File: src/rtl/ahb_burst_master_pkg.sv
// Shared AHB-Lite definitions: bus encodings, master FSM states and beat-count helper.
package Definitions;

    localparam int unsigned ADDRWIDTH = 32;
    localparam int unsigned DATAWIDTH = 32;

    typedef enum logic [1:0] {
        TR_IDLE   = 2'b00,
        TR_BUSY   = 2'b01,
        TR_NONSEQ = 2'b10,
        TR_SEQ    = 2'b11
    } Trans_t;

    typedef enum logic [2:0] {
        SINGLE = 3'd0,
        INCR   = 3'd1,
        WRAP4  = 3'd2,
        INCR4  = 3'd3,
        WRAP8  = 3'd4,
        INCR8  = 3'd5,
        WRAP16 = 3'd6,
        INCR16 = 3'd7
    } BType_t;

    typedef enum logic {
        OKAY  = 1'b0,
        ERROR = 1'b1
    } Response_t;

    typedef enum logic [2:0] {
        BYTE = 3'd0,
        HALF = 3'd1,
        WORD = 3'd2
    } Size_t;

    typedef enum logic [2:0] {
        ST_IDLE,
        ST_FIRST,
        ST_BURST,
        ST_LAST,
        ST_ERR
    } MState_t;

    // Number of beats in a burst; len only matters for undefined-length INCR.
    function automatic logic [4:0] burst_beats(input BType_t burst, input logic [4:0] len);
        logic [4:0] beats;
        case (burst)
            INCR:           beats = (len == 5'd0) ? 5'd1 : len;
            WRAP4, INCR4:   beats = 5'd4;
            WRAP8, INCR8:   beats = 5'd8;
            WRAP16, INCR16: beats = 5'd16;
            default:        beats = 5'd1;
        endcase
        return beats;
    endfunction

endpackage

File: src/rtl/ahb_burst_master_addr_gen.sv
// Combinational AHB burst address stepper: next beat address, wrap window mask
// and 1 KB boundary-crossing flag for incrementing bursts.
module ahb_addr_gen
    import Definitions::*;
#(
    parameter int unsigned ADDRWIDTH = 32
) (
    input  logic [ADDRWIDTH-1:0] addr,
    input  logic [2:0]           burst,
    input  logic [2:0]           size,
    input  logic [4:0]           beats,
    output logic [ADDRWIDTH-1:0] next_addr,
    output logic [ADDRWIDTH-1:0] wrap_mask,
    output logic                 cross_1k
);

    logic [ADDRWIDTH-1:0] incr;
    logic [ADDRWIDTH-1:0] span;
    logic [ADDRWIDTH-1:0] incr_addr;
    logic                 is_wrap;

    // Step the address by one beat, folding it back into the wrap window for WRAPx
    always_comb begin
        incr      = ADDRWIDTH'(1) << size;
        span      = ADDRWIDTH'(beats) << size;
        is_wrap   = BType_t'(burst) inside {WRAP4, WRAP8, WRAP16};
        wrap_mask = is_wrap ? (span - ADDRWIDTH'(1)) : '0;
        incr_addr = addr + incr;
        next_addr = is_wrap ? ((addr & ~wrap_mask) | (incr_addr & wrap_mask)) : incr_addr;
        cross_1k  = !is_wrap && (incr_addr[ADDRWIDTH-1:10] != addr[ADDRWIDTH-1:10]);
    end

endmodule

File: src/rtl/ahb_burst_master.sv
// AHB-Lite burst master: turns one command into a NONSEQ/SEQ address sequence
// with pipelined data phases, wait-state and two-cycle ERROR handling.
module ahb_burst_master
    import Definitions::*;
#(
    parameter int unsigned ADDRWIDTH = Definitions::ADDRWIDTH,
    parameter int unsigned DATAWIDTH = Definitions::DATAWIDTH
) (
    input  logic                 HCLK,
    input  logic                 HRESETn,
    input  logic                 cmd_valid,
    output logic                 cmd_ready,
    input  logic [ADDRWIDTH-1:0] cmd_addr,
    input  logic [2:0]           cmd_burst,
    input  logic [2:0]           cmd_size,
    input  logic [4:0]           cmd_len,
    input  logic                 cmd_write,
    input  logic [DATAWIDTH-1:0] wdata,
    output logic                 wdata_req,
    output logic [DATAWIDTH-1:0] rdata,
    output logic                 rdata_valid,
    output logic                 done,
    output logic                 err,
    output logic [ADDRWIDTH-1:0] HADDR,
    output logic [1:0]           HTRANS,
    output logic [2:0]           HBURST,
    output logic [2:0]           HSIZE,
    output logic                 HWRITE,
    output logic [DATAWIDTH-1:0] HWDATA,
    input  logic [DATAWIDTH-1:0] HRDATA,
    input  logic                 HREADY,
    input  logic                 HRESP
);

    localparam logic [2:0]           MAX_SIZE = 3'($clog2(DATAWIDTH / 8));
    localparam logic [ADDRWIDTH-1:0] ONES     = '1;

    MState_t              state, state_next;
    Trans_t               htrans;
    logic [ADDRWIDTH-1:0] haddr_q;
    BType_t               hburst_q;
    logic [2:0]           hsize_q;
    logic                 hwrite_q;
    logic [4:0]           beats_q;
    logic [4:0]           cnt_q;
    logic                 cross_q;
    logic [DATAWIDTH-1:0] hwdata_q;
    logic [DATAWIDTH-1:0] rdata_q;
    logic                 rdata_valid_q;
    logic                 done_q;
    logic                 err_q;

    logic [2:0]           size_c;
    logic [ADDRWIDTH-1:0] addr_c;
    logic [ADDRWIDTH-1:0] next_addr;
    logic [ADDRWIDTH-1:0] wrap_mask;
    logic                 cross_1k;
    logic                 accept_cmd;
    logic                 in_dphase;
    logic                 addr_accept;
    logic                 last_beat;
    logic                 err_first;
    logic                 rd_fire;

    assign size_c = (cmd_size > MAX_SIZE) ? MAX_SIZE : cmd_size;
    assign addr_c = cmd_addr & (ONES << size_c);

    assign accept_cmd  = (state == ST_IDLE) && cmd_valid;
    // A beat's data phase is outstanding whenever the FSM sits in BURST or LAST
    assign in_dphase   = (state == ST_BURST) || (state == ST_LAST);
    assign err_first   = in_dphase && (Response_t'(HRESP) == ERROR) && !HREADY;
    assign addr_accept = ((state == ST_FIRST) || (state == ST_BURST)) && HREADY;
    assign last_beat   = (cnt_q == (beats_q - 5'd1));
    assign rd_fire     = in_dphase && !hwrite_q && HREADY && (Response_t'(HRESP) == OKAY);

    ahb_addr_gen #(
        .ADDRWIDTH (ADDRWIDTH)
    ) u_addr_gen (
        .addr      (haddr_q),
        .burst     (hburst_q),
        .size      (hsize_q),
        .beats     (beats_q),
        .next_addr (next_addr),
        .wrap_mask (wrap_mask),
        .cross_1k  (cross_1k)
    );

    // State register
    always_ff @(posedge HCLK or negedge HRESETn) begin
        if (!HRESETn) state <= ST_IDLE;
        else          state <= state_next;
    end

    // Next-state and HTRANS; the first ERROR cycle cancels the pending address phase
    always_comb begin
        state_next = state;
        htrans     = TR_IDLE;
        case (state)
            ST_IDLE: begin
                if (cmd_valid) state_next = ST_FIRST;
            end
            ST_FIRST: begin
                htrans = TR_NONSEQ;
                if (HREADY) state_next = last_beat ? ST_LAST : ST_BURST;
            end
            ST_BURST: begin
                if (err_first) begin
                    state_next = ST_ERR;
                end else begin
                    htrans = cross_q ? TR_NONSEQ : TR_SEQ;
                    if (HREADY) state_next = last_beat ? ST_LAST : ST_BURST;
                end
            end
            ST_LAST: begin
                if (err_first)   state_next = ST_ERR;
                else if (HREADY) state_next = ST_IDLE;
            end
            ST_ERR: begin
                if (HREADY) state_next = ST_IDLE;
            end
            default: state_next = ST_IDLE;
        endcase
    end

    // Command latch, address stepping, write data and registered response pulses
    always_ff @(posedge HCLK or negedge HRESETn) begin
        if (!HRESETn) begin
            haddr_q       <= '0;
            hburst_q      <= SINGLE;
            hsize_q       <= '0;
            hwrite_q      <= 1'b0;
            beats_q       <= '0;
            cnt_q         <= '0;
            cross_q       <= 1'b0;
            hwdata_q      <= '0;
            rdata_q       <= '0;
            rdata_valid_q <= 1'b0;
            done_q        <= 1'b0;
            err_q         <= 1'b0;
        end else begin
            rdata_valid_q <= rd_fire;
            done_q        <= (state == ST_LAST) && HREADY;
            err_q         <= (state == ST_ERR) && HREADY;
            if (rd_fire) rdata_q <= HRDATA;
            if (accept_cmd) begin
                haddr_q  <= addr_c;
                hburst_q <= BType_t'(cmd_burst);
                hsize_q  <= size_c;
                hwrite_q <= cmd_write;
                beats_q  <= burst_beats(BType_t'(cmd_burst), cmd_len);
                cnt_q    <= '0;
                cross_q  <= 1'b0;
            end else if (addr_accept) begin
                cnt_q <= cnt_q + 5'd1;
                if (hwrite_q) hwdata_q <= wdata;
                if (!last_beat) begin
                    haddr_q <= next_addr;
                    cross_q <= cross_1k;
                end
            end
        end
    end

    // A wrap burst never leaves its aligned window
    assert property (@(posedge HCLK) disable iff (!HRESETn)
        (addr_accept && (wrap_mask != '0)) |-> ((next_addr & ~wrap_mask) == (haddr_q & ~wrap_mask)));

    assign cmd_ready   = (state == ST_IDLE);
    assign wdata_req   = addr_accept && hwrite_q;
    assign rdata       = rdata_q;
    assign rdata_valid = rdata_valid_q;
    assign done        = done_q;
    assign err         = err_q;
    assign HADDR       = haddr_q;
    assign HTRANS      = htrans;
    assign HBURST      = hburst_q;
    assign HSIZE       = hsize_q;
    assign HWRITE      = hwrite_q;
    assign HWDATA      = hwdata_q;

endmodule

File: config.mk
export PLATFORM = sky130hd
export DESIGN_NAME = ahb_burst_master
export DESIGN_NICKNAME = d
export VERILOG_FILES = /design/src/rtl/ahb_burst_master_pkg.sv /design/src/rtl/ahb_burst_master_addr_gen.sv /design/src/rtl/ahb_burst_master.sv
export SDC_FILE = /design/constraint.sdc
export NUM_CORES = 1
export LEC_CHECK = 0
export ABC_CLOCK_PERIOD_IN_PS = 9900
export BUFFER_PORTS_ARGS = -buffer_cell sky130_fd_sc_hd__buf_4
export CORE_MARGIN = 2
export CORE_UTILIZATION = 40
export CTS_CLUSTER_DIAMETER = 200
export DETAILED_ROUTE_END_ITERATION = 8
export HOLD_SLACK_MARGIN = 0.15
export PLACE_DENSITY = 0.75
export RECOVER_POWER = 25
export SLEW_MARGIN = 20
export SYNTH_ARGS = -nofsm -noshare
export SYNTH_HDL_FRONTEND = slang
export SYNTH_SLANG_ARGS = --single-unit
File: constraint.sdc
create_clock -name HCLK -period 9.9 [get_ports HCLK]
set_clock_uncertainty 0.2 [all_clocks]
set_input_delay 1.98 -clock HCLK [delete_from_list [all_inputs] [get_ports HCLK]]
set_output_delay 1.98 -clock HCLK [all_outputs]
set_load 0.01 [all_outputs]
Word-level counts from Yosys, hierarchy flattened. Cells that the tools add are included.

Logic and storage cells: 94. Bits of input ports: 113. Register bits after elaboration: 120. Output and inout port bits: 110.

Equal/unequal tests: 18. Shift operators: 3. Bitwise gates (word level): 7. $add $sub $neg: 4. Reductions and logical operators: 25. Multiplexer cells: 23. $lt $le $gt $ge: 1.

Operators by type and width (count): 32-bit 2-to-1 mux (5); 32-bit bitwise AND (3); 32-bit adder (1); 32-bit NOT (1); 32-bit bitwise OR (1); 1-bit by 3-bit left shift with 32-bit output (first input constant) (1); 32-bit by 3-bit left shift with 32-bit output (first input constant) (1); 5-bit by 3-bit left shift with 32-bit output (1); 32-bit by 1-bit subtractor with 32-bit output (second input constant) (1); 22-bit != test (1); 3-bit == test (second input constant) (7); 5-bit case mux with 4 select lines (1); 3-bit 2-to-1 mux (6); 3-bit by 2-bit == test with 1-bit output (second input constant) (5); 5-bit 2-to-1 mux (3); 3-bit case mux with 5 select lines (1); 1-bit logical AND (11); 3-bit by 1-bit == test with 1-bit output (second input constant) (2); 2-bit OR reduction (3); 5-bit by 1-bit adder with 5-bit output (second input constant) (1); 5-bit == test (1); 5-bit zero test (1); 1-bit 2-to-1 mux (5); 5-bit by 1-bit subtractor with 5-bit output (second input constant) (1); 12 further kinds (17).

Logic depth before layout (Yosys ltp).
Word-level depth: 10. Gate-level depth with buffers: 14. Mapped depth without buffers: 11.

Hierarchy. A second synthesis with hierarchy kept.

Cells, all modules: 838. Area total of the unflattened synthesis: 7425.9 um2.

Modules (own cells, without submodules): ahb_burst_master (sequential area each 3002.9 um2, area an instance 5347.6 um2, times used 1, cells an instance 523); ahb_addr_gen (sequential area each 0.0 um2, area an instance 2078.2 um2, times used 1, cells an instance 315).

Least setup slack after synthesis. Ideal clock, no wire load.

Path type: input port to output port. Start: in HREADY. End: out wdata_req. Data required time: 7.720 ns. Stages on the path: 5. Buffers on the path: 2. Slack: 4.519 ns. Arrival: 3.201 ns. Cells stage by stage: clkbuf_1 -> nor3b_2 -> nand2_1 -> clkbuf_1 -> inv_1.

Cells in the longest elaborated chain, start to end: 2.

RTL lines: start, declared (line ahb_burst_master.sv:31) `input logic HREADY,`; 1-bit logical AND (line ahb_burst_master.sv:72) `assign addr_accept = ((state == ST_FIRST) || (state == ST_BURST)) && HREADY;`; 1-bit logical AND (line ahb_burst_master.sv:169) `assign wdata_req = addr_accept && hwrite_q;`; end, declared (line ahb_burst_master.sv:19) `output logic wdata_req,`.

Every way passes these cells.

Worst setup path in the final report. Same ends and word-level chain as after synthesis.

==> results.sh <==
export IMPL_synth_edf_count=0
export IMPL_leakagePower_nw=4.13
export IMPL_hold_violations=0
export IMPL_hold_buffers=0
export IMPL_start_util_pct=40.8
export IMPL_path_class="in -> out"
export IMPL_slew_headroom_pct=-104
export IMPL_hold_path_class="reg -> reg"
export IMPL_routedWlPerCell_um=15.6
export IMPL_rows=46
export IMPL_area_delta_synth_final_pct=35.7
export IMPL_rsz0062_at_grt="no"
export IMPL_die_area_sq_um=17200
export IMPL_tightest_slew_ns=3.06
export IMPL_clkSlewWorstSetupHoldPaths_ns=0.06
export IMPL_core_sq_um=15800
export IMPL_grt_max_degree=69
export IMPL_fmax_ghz=0.180
export IMPL_post_cts_resized=0
export IMPL_synth_area_per_cell_sq_um=9.20
export IMPL_vdd_ir_drop_max_v=0.000157
export IMPL_r2r_setup_slack_ns=5.80
export IMPL_grt_pass1_vias=5744
export IMPL_end_kind="output pin"
export IMPL_cts_setup_buffers=0
export IMPL_synth_seq_cells=120
export IMPL_cts_sinks=120
export IMPL_synthTopCellsByCount="165 x nand2_1, 120 x dfrtp_1, 44 x nor2_1"
export IMPL_grt_usage_pct=21.3
export IMPL_synth_fp_nets=827
export IMPL_antenna_found_initial=0
export IMPL_synth_top_cell_area_share_pct=46.5
export IMPL_fillers=1454
export IMPL_crit_arrival_ns=3.37
export IMPL_vias=5800
export IMPL_worst_ep_required_time_ns=7.72
export IMPL_grt_pass1_wl_mm=28.5
export IMPL_synthArstFlopShare_pct=100
export IMPL_die_y_um=131
export IMPL_dp_hpwl_mm=12.8
export IMPL_cts_root_buf="clkbuf_16"
export IMPL_cts_buffer_depth=2
export IMPL_yosysMostFrequentCell="nand2_1"
export IMPL_port_buffers=222
export IMPL_synthTopCellsByArea="dfrtp_1 47%, nand2_1 9.6%, mux2_2 5.8%, xnor2_1 3.9%, a21oi_1 3.0%"
export IMPL_dr_pass1_iters=5
export IMPL_io_pins=223
export IMPL_cts_htree_levels=4
export IMPL_cts_tree="built"
export IMPL_fin_total_pwr_w=0.00290
export IMPL_finalMaxSlewViolations=112
export IMPL_syn_cell_area_sq_um=6450
export IMPL_yosysWarnings=0
export IMPL_worstSetupStartpointType="input pin"
export IMPL_antenna_cells=0
export IMPL_final_setup_tns_ns=0
export IMPL_drc_errors=0
export IMPL_ys_seq_area_share_pct=46.5
export IMPL_period_minus_slack_ns=5.55
export IMPL_synth_top_area_cell="dfrtp_1"
export IMPL_ys_types=65
export IMPL_gp_congestion=0.832
export IMPL_ant_nets=0
export IMPL_die_x_um=131
export IMPL_synthCells=701
export IMPL_status="finished with violations"
export IMPL_powerDensity_nw_per_um2=332
export IMPL_fin_nets=1032
export IMPL_fin_crit_sh_pct=56.1
export IMPL_vias_per_cell=5.11
export IMPL_setup_violations=0
export IMPL_wl_mm=17.7
export IMPL_drive_above_1_share_pct=31.6
export IMPL_violations="capacitance limit, slew limit"
export IMPL_numCtsBuffers=17
export IMPL_maxCapViolCount=3
export IMPL_crit_path_max_fanout=33
export IMPL_dr_first_iter_drc_count=319
export IMPL_synthFlopType="dfrtp_1"
export IMPL_insertion_delay_ns=0.41
export IMPL_grt_overflow=0
-- cell usage in the layout (no fill, tap or decap), drive strengths merged, types with 5 or more instances in the layout --
master | synthesis | layout
xnor2 | 29 | 29
buf | 16 | 208
mux2 | 33 | 33
nand3 | 17 | 17
a221o | 5 | 5
and2 | 5 | 5
a21oi | 39 | 39
nand2 | 165 | 165
xor2 | 13 | 13
o21ai | 37 | 37
inv | 13 | 23
or2 | 5 | 5
a211oi | 6 | 6
nor2 | 44 | 44
a21o | 7 | 7
dfrtp | 120 | 120
clkbuf | 25 | 36
nand2b | 9 | 9
nand4 | 6 | 6
and3 | 9 | 9
mux2i | 10 | 10
nor3 | 18 | 18
ha | 12 | 12
a31oi | 6 | 6
-- critical path, stage by stage --
cell,delay [ns]
clkbuf_1,0.27
nor3b_2,0.50
nand2_1,0.10
buf_4,0.28
inv_1,0.10
buf_4,0.12
-- routing by layer --
| metal | track usage, % | vias to the layer above | part of all wire, % |
|---|---|---|---|
| met5 | 0 | - | 0 |
| li1 | - | 2825 | - |
| met3 | 7.41 | 16 | 7.7 |
| met4 | 5.76 | 0 | 1.3 |
| met1 | 27.5 | 2759 | 43 |
| met2 | 34.3 | 200 | 48 |
-- per-stage QoR --
step / cells / hold slack, ns / worst slack [ns] / util (%) / cell area (sq um)
after floorplan: 701 / 0.270 / 4.52 / - / 6450
after global placement: 1103 / 0.260 / 4.57 / 52.1 / 8240
after detailed placement: 1103 / 0.264 / 4.56 / 52.1 / 8240
after CTS: 1135 / 0.280 / 4.55 / 55.7 / 8820
after global routing: 1135 / 0.294 / 4.16 / 55.3 / 8750
final: 1135 / 0.276 / 4.35 / 55.3 / 8750
-- final timing paths --
| path | startpoint | endpoint | cells after the start |
|---|---|---|---|
| worst max-delay path | HREADY | wdata_req | 6 |
| worst min-delay path | rdata[10]$_DFFE_PN0P_ | rdata[10]$_DFFE_PN0P_ | 2 |
| worst max register to register | HSIZE[2]$_DFFE_PN0P_ | flip-flop | 11 |
| worst min register to register | rdata[10]$_DFFE_PN0P_ | rdata[10]$_DFFE_PN0P_ | 2 |
| max in group asynchronous | HRESETn | rdata[25]$_DFFE_PN0P_ | 2 |
| min in group asynchronous | HRESETn | async pin | 1 |
-- power by group --
part	switching [W]	internal, W	total, W
Sequential	0.000233	0.000713	0.000946
Clock	0.000257	0.000356	0.000612
Combinational	0.000683	0.000662	0.00134
-- cell type report --
class                   count  area, sq um  share of cell area, %
well taps                 216          270                   3.09
flip-flops and latches    120         3000                   34.3
repair buffers            227         1640                   18.7
multi-input cells         527         3210                   36.7
clock inverters            15          155                   1.77
inverters                  13         48.8                  0.557
clock buffers              17          425                   4.86
-- logic make-up (layout without fill, tap and decap cells) --
kind of cell             Yosys count  in the layout  share of synthesized area (%)
adder cells (fa/ha/maj)           13             13                           2.64
XOR/XNOR                          42             42                           5.70
flip-flops                       120            120                           46.5
AND/OR/NAND/NOR                  298            298                           20.8
multiplexers                      43             43                           7.51
buffers and inverters             54            272                           3.65
AO/OA/AOI/OAI                    131            131                           13.2
No activity file was read; power rests on OpenSTA's default activity.
